--- src/rtl/pipe_hazard_ctrl_pkg.sv ---
// pipe_hazard_ctrl_pkg
// Shared constants and types for the pipeline hazard controller.
//   - REG_ADDR_W : register-index width, shared with the register file
//   - hz_state_e : controller FSM state encoding
package pipe_hazard_ctrl_pkg;

    localparam int REG_ADDR_W = 5;

    typedef enum logic [1:0] {
        ST_RUN      = 2'd0,
        ST_MEM_WAIT = 2'd1,
        ST_FLUSH    = 2'd2
    } hz_state_e;

endpackage : pipe_hazard_ctrl_pkg

--- src/rtl/hazard_perf_cnt.sv ---
// hazard_perf_cnt
// Saturating event counter. With EN=0 it builds no flops and drives zero.
// Ports:
//   i_clk    : clock
//   i_rst_n  : asynchronous active-low reset
//   i_inc    : count this cycle
//   o_count  : current count, sticks at all-ones
module hazard_perf_cnt #(
    parameter int W  = 32,
    parameter bit EN = 1'b1
) (
    input  logic         i_clk,
    input  logic         i_rst_n,
    input  logic         i_inc,
    output logic [W-1:0] o_count
);

    generate
        if (EN) begin : g_cnt
            localparam logic [W-1:0] ONE = {{(W-1){1'b0}}, 1'b1};
            logic [W-1:0] r_count;

            // Saturating count register.
            always_ff @(posedge i_clk or negedge i_rst_n) begin
                if (!i_rst_n) begin
                    r_count <= {W{1'b0}};
                end else if (i_inc && (r_count != {W{1'b1}})) begin
                    r_count <= r_count + ONE;
                end else begin
                    r_count <= r_count;
                end
            end

            assign o_count = r_count;
        end else begin : g_off
            logic w_unused;
            assign w_unused = &{1'b0, i_clk, i_rst_n, i_inc};
            assign o_count  = {W{1'b0}};
        end
    endgenerate

endmodule : hazard_perf_cnt

--- src/rtl/pipe_hazard_ctrl.sv ---
// pipe_hazard_ctrl
// Central stall/flush controller for the 5-stage in-order pipeline. Produces
// the ready_go/clear controls of IF/ID, ID/EX and EX/MEM and the PC redirect
// select. Priority: memory wait > redirect > load-use.
// Optional feature macro: HAZARD_PERF_EN (stall/flush performance counters;
// when undefined both counter ports are constant 0 and no counter flops exist).
// Ports:
//   clk, rst_n                      : clock, asynchronous active-low reset
//   id_valid/id_rs1/id_rs2/id_use_* : ID-stage source operand info
//   ex_valid/ex_L_type/ex_Rd        : EX-stage instruction info (load detect)
//   ex_redirect                     : taken branch/JAL/JALR resolved in EX
//   mem_req/dmem_ready              : MEM access request and acknowledge
//   *_ready_go                      : stage hand-over enables
//   if_id_clear/id_ex_clear         : pipeline register invalidates
//   pc_redirect                     : PC mux selects EX target
//   stall_cycles/flush_count        : performance counters
module pipe_hazard_ctrl
    import pipe_hazard_ctrl_pkg::*;
#(
    parameter int REG_ADDR_W   = pipe_hazard_ctrl_pkg::REG_ADDR_W,
    parameter int FLUSH_CYCLES = 1,
    parameter int CNT_W        = 32
) (
    input  logic                  clk,
    input  logic                  rst_n,
    input  logic                  id_valid,
    input  logic [REG_ADDR_W-1:0] id_rs1,
    input  logic [REG_ADDR_W-1:0] id_rs2,
    input  logic                  id_use_rs1,
    input  logic                  id_use_rs2,
    input  logic                  ex_valid,
    input  logic                  ex_L_type,
    input  logic [REG_ADDR_W-1:0] ex_Rd,
    input  logic                  ex_redirect,
    input  logic                  mem_req,
    input  logic                  dmem_ready,
    output logic                  if_id_ready_go,
    output logic                  id_ex_ready_go,
    output logic                  ex_mem_ready_go,
    output logic                  if_id_clear,
    output logic                  id_ex_clear,
    output logic                  pc_redirect,
    output logic [CNT_W-1:0]      stall_cycles,
    output logic [CNT_W-1:0]      flush_count
);

    localparam logic [1:0] FLUSH_LOAD = 2'(FLUSH_CYCLES);

`ifdef HAZARD_PERF_EN
    localparam bit PERF_EN = 1'b1;
`else
    localparam bit PERF_EN = 1'b0;
`endif

    hz_state_e  r_state;
    hz_state_e  w_state_nxt;
    logic [1:0] r_flush_cnt;
    logic [1:0] w_flush_cnt_nxt;
    logic       w_mem_stall;
    logic       w_load_use;
    logic       w_any_stall;

    assign w_mem_stall = mem_req & ~dmem_ready;

    // x0 is never a real dependency, so a load targeting it cannot stall.
    assign w_load_use = ex_valid & ex_L_type & (ex_Rd != {REG_ADDR_W{1'b0}}) & id_valid &
                        ((id_use_rs1 & (id_rs1 == ex_Rd)) | (id_use_rs2 & (id_rs2 == ex_Rd)));

    // State and flush down-counter registers.
    always_ff @(posedge clk or negedge rst_n) begin
        if (!rst_n) begin
            r_state     <= ST_RUN;
            r_flush_cnt <= 2'd0;
        end else begin
            r_state     <= w_state_nxt;
            r_flush_cnt <= w_flush_cnt_nxt;
        end
    end

    // Next-state and stage control decode.
    always_comb begin
        w_state_nxt     = r_state;
        w_flush_cnt_nxt = r_flush_cnt;
        if_id_ready_go  = 1'b1;
        id_ex_ready_go  = 1'b1;
        ex_mem_ready_go = 1'b1;
        if_id_clear     = 1'b0;
        id_ex_clear     = 1'b0;
        pc_redirect     = 1'b0;
        case (r_state)
            ST_RUN: begin
                if (w_mem_stall) begin
                    if_id_ready_go  = 1'b0;
                    id_ex_ready_go  = 1'b0;
                    ex_mem_ready_go = 1'b0;
                    w_state_nxt     = ST_MEM_WAIT;
                end else if (ex_redirect) begin
                    // The ID instruction is flushed, so any load-use match is moot.
                    pc_redirect     = 1'b1;
                    if_id_clear     = 1'b1;
                    id_ex_clear     = 1'b1;
                    w_state_nxt     = ST_FLUSH;
                    w_flush_cnt_nxt = FLUSH_LOAD;
                end else if (w_load_use) begin
                    if_id_ready_go  = 1'b0;
                    id_ex_ready_go  = 1'b0;
                end else begin
                    w_state_nxt     = ST_RUN;
                end
            end
            ST_MEM_WAIT: begin
                // A non-zero counter means the wait interrupted a flush.
                if (dmem_ready) begin
                    w_state_nxt = (r_flush_cnt != 2'd0) ? ST_FLUSH : ST_RUN;
                end else begin
                    if_id_ready_go  = 1'b0;
                    id_ex_ready_go  = 1'b0;
                    ex_mem_ready_go = 1'b0;
                end
            end
            ST_FLUSH: begin
                if (w_mem_stall) begin
                    if_id_ready_go  = 1'b0;
                    id_ex_ready_go  = 1'b0;
                    ex_mem_ready_go = 1'b0;
                    w_state_nxt     = ST_MEM_WAIT;
                end else if (ex_redirect) begin
                    pc_redirect     = 1'b1;
                    if_id_clear     = 1'b1;
                    id_ex_clear     = 1'b1;
                    w_flush_cnt_nxt = FLUSH_LOAD;
                end else begin
                    if_id_clear = 1'b1;
                    if (r_flush_cnt <= 2'd1) begin
                        w_flush_cnt_nxt = 2'd0;
                        w_state_nxt     = ST_RUN;
                    end else begin
                        w_flush_cnt_nxt = r_flush_cnt - 2'd1;
                    end
                end
            end
            default: begin
                w_state_nxt     = ST_RUN;
                w_flush_cnt_nxt = 2'd0;
            end
        endcase
    end

    assign w_any_stall = ~(if_id_ready_go & id_ex_ready_go & ex_mem_ready_go);

    hazard_perf_cnt #(.W(CNT_W), .EN(PERF_EN)) u_stall_cnt (
        .i_clk   (clk),
        .i_rst_n (rst_n),
        .i_inc   (w_any_stall),
        .o_count (stall_cycles)
    );

    hazard_perf_cnt #(.W(CNT_W), .EN(PERF_EN)) u_flush_cnt (
        .i_clk   (clk),
        .i_rst_n (rst_n),
        .i_inc   (pc_redirect),
        .o_count (flush_count)
    );

endmodule : pipe_hazard_ctrl

--- config.mk ---
export PLATFORM = sky130hd
export DESIGN_NAME = pipe_hazard_ctrl
export DESIGN_NICKNAME = d
export VERILOG_FILES = /design/src/rtl/pipe_hazard_ctrl_pkg.sv /design/src/rtl/hazard_perf_cnt.sv /design/src/rtl/pipe_hazard_ctrl.sv
export SDC_FILE = /design/constraint.sdc
export NUM_CORES = 1
export LEC_CHECK = 0
export CAP_MARGIN = 30
export CORE_MARGIN = 8
export CORE_UTILIZATION = 30
export CTS_CLUSTER_SIZE = 25
export DETAILED_ROUTE_END_ITERATION = 16
export PLACE_DENSITY = 0.86
export SKIP_LAST_GASP = 1
export SYNTH_ARGS = -nofsm -noshare
export SYNTH_HDL_FRONTEND = slang
export SYNTH_SLANG_ARGS = --single-unit
--- constraint.sdc ---
create_clock -name clk -period 4.1 [get_ports clk]
set_input_delay 0.82 -clock clk [delete_from_list [all_inputs] [get_ports clk]]
set_output_delay 0.82 -clock clk [all_outputs]
set_load 0.005 [all_outputs]
==> flow_summary.yaml <==
clock_network:
  cts_tree: "built"
  cts_buffers: 3
  hold_buffers: 0
  clkSinkCount: 4
  clk_pin_slew_worst_paths_ps: 40
  post_cts_buffers: 0
  htree_levels: 1
  worstSkewPairLatency_ps: 230
  cts_resized: 0
  clock_path_buffers: 2
  clockRootBuffer: "clkbuf_4"
floorplan:
  coreArea_mm2: 0.00273
  start_util: 0.313
  io_pins: 95
  die_w_um: 69.4
  dieArea_mm2: 0.00482
  die_y_um: 69.4
  num_rows: 19
setup_path:
  path_common_cell: "clkdlybuf4s50_1"
  critical_path.top_delay_family: "buffers and inverters"
  cp-start-kind: "input pin"
  arrival_ps: 2660
  worstPathCellList: "clkdlybuf4s50_1 -> or4_1 -> o21ai_1 -> a21oi_1 -> nor2_1 -> clkdlybuf4s50_1"
  cp.required_ps: 3280
  cp_max_fo: 3
  slowest_stage: "or4_1"
  critPathBufInv: 2
  slowest_delay_ps: 550
  path_class: "in -> out"
  end_kind: "output pin"
job:
  cap_violations: 0
global_route:
  antenna_found_initial: 0
  grt_pass1_wl_um: 3140
  grt.total_usage: 0.0772
  grt_max_degree: 8
  grt_pass1_vias: 683
  grt_overflow: 0
drt:
  drt_pre_antenna_iters: 4
  drc: 0
  wirelength_um: 1930
  vias: 610
  dr.first_iter.drc_count: 36
  wl_per_cell_um: 11.0
  avgViaCountPerCell: 3.47
  ant_nets: 0
logic_synthesis:
  synthTopCellsByArea: "buf_4 (58%), dfrtp_1 (12%), xor2_1 (8.2%)"
  synth_seq_area_share: 0.117
  synth_top_area_frac: 0.579
  synth_area_um2: 856
  ys_seq_elements: 4
  yosysWarnings: 0
  avgSynthCellArea_um2: 7.44
  synth_cells: 115
  yosysTopAreaCell: "buf_4"
  yosysUniqueCellTypes: 20
power_and_ir_drop:
  power.density_mw_per_mm2: 178
  peakVddDrop_mv: 0.0778
  total_leakage_power_uw: 0.000491
placed_design:
  hpwl_um: 1800
  routabilityCongestion: 0.777
  pre_cts_ws_ps: 595
  io_buffer_count: 30
  placed_cells: 173
sta:
  fin_crit_ps: 3480
  clock_skew_ps: 3.50
  timing.setup.tns_ps: 0
  fmax_mhz: 287
  worst_slack_ps: 621
  hold_violations: 0
  slew_violations: 0
  rsz0062_at_grt: "no"
  finalSetupViolations: 0
  fin_crit_sh: 0.849
cells_and_area:
  drive_gt1_frac: 0.0207
  finalNonFillerCells: 176
  layout.nets: 172
  fin_util: 0.351
  final_common_cell: "conb_1"
  antennaDiodeCount: 0
  area_delta_synth_final_pct: 12.0
  mostFrequentLayoutCells: "conb_1 (64), clkdlybuf4s50_1 (30), xor2_1 (8)"
  fill_cells: 300
worst_hold_path:
  hold_path.class: "reg -> reg"
run_status:
  outcome: "finished, final reports clean"
synthesized netlist by cell type, drive strengths merged:
library cell / n
xnor2: 2
nor4: 2
or4: 1
nor2b: 1
nand2b: 2
nand2: 4
nor3: 1
o21ai: 5
conb: 1
nor2: 7
xor2: 8
nand3: 2
and3: 1
a21oi: 3
dfrtp: 4
nand4b: 1
inv: 3
o21a: 1
buf: 66
sequential cells by signal, summed over array words and instances, names as in the netlist:
name	flops
r_state	2
r_flush_cnt	2
routing by layer:
layer	GRT usage	vias to the layer above	routed length, um
met4	0.0547	0	32
li1	-	293	-
met2	0.129	54	965
met1	0.0723	261	682
met5	0	-	0
met3	0.0372	2	253
metrics by stage:
step	hold slack, ps	area [um2]	total power [uW]
after global routing	542	958	186
after detailed placement	514	936	122
after floorplan	488	1090	126
after global placement	513	936	121
final	523	958	170
after CTS	524	958	171
final cells by class:
class | instances | area [um2] | share of cell area
sequential | 4 | 100 | 0.104
clock buffer | 3 | 22.5 | 0.0235
tap | 31 | 38.8 | 0.0405
timing repair buffer | 30 | 300 | 0.313
inverter | 3 | 11.3 | 0.0117
multi-input combinational | 105 | 485 | 0.507
worst reg2reg max path: cells and delay by family, from the launching register on:
kind	cells	cell delay [ps]
AND/OR/NAND/NOR	3	470
flip-flops	1	420
report_power, final:
| group | switching (uW) | total, uW | internal [uW] |
|---|---|---|---|
| logic | 36.4 | 75.8 | 39.3 |
| clock network | 14.3 | 46.9 | 32.6 |
| registers | 4.29 | 47.6 | 43.4 |
kinds of logic after synthesis:
kind of cell | Yosys count | synth area share
AOI/OAI and AO/OA | 9 | 0.0555
xor gates and xnor gates | 10 | 0.102
DFF | 4 | 0.117
and+or+nand+nor | 22 | 0.129
buffers and inverters | 69 | 0.592
other | 1 | 0.00438
final timing paths:
| kind | startpoint | endpoint | slack (ps) | cells after the start |
|---|---|---|---|---|
| max | ex_Rd[1] | id_ex_ready_go | 620 | 6 |
| min | r_flush_cnt[0]$_DFFE_PN0P_ | r_flush_cnt[0]$_DFFE_PN0P_ | 520 | 2 |
| min reg2reg | r_flush_cnt[0]$_DFFE_PN0P_ | r_flush_cnt[0]$_DFFE_PN0P_ | 520 | 2 |
| max in group asynchronous | rst_n | r_state[1]$_DFFE_PN0P_ | 3160 | 1 |
| min in group asynchronous | rst_n | r_flush_cnt[0]$_DFFE_PN0P_ | 780 | 1 |
| max reg2reg | r_state[0]$_DFFE_PN0P_ | r_flush_cnt[1]$_DFFE_PN0P_ | 3090 | 3 |
Power figures use the tool's default switching activity.
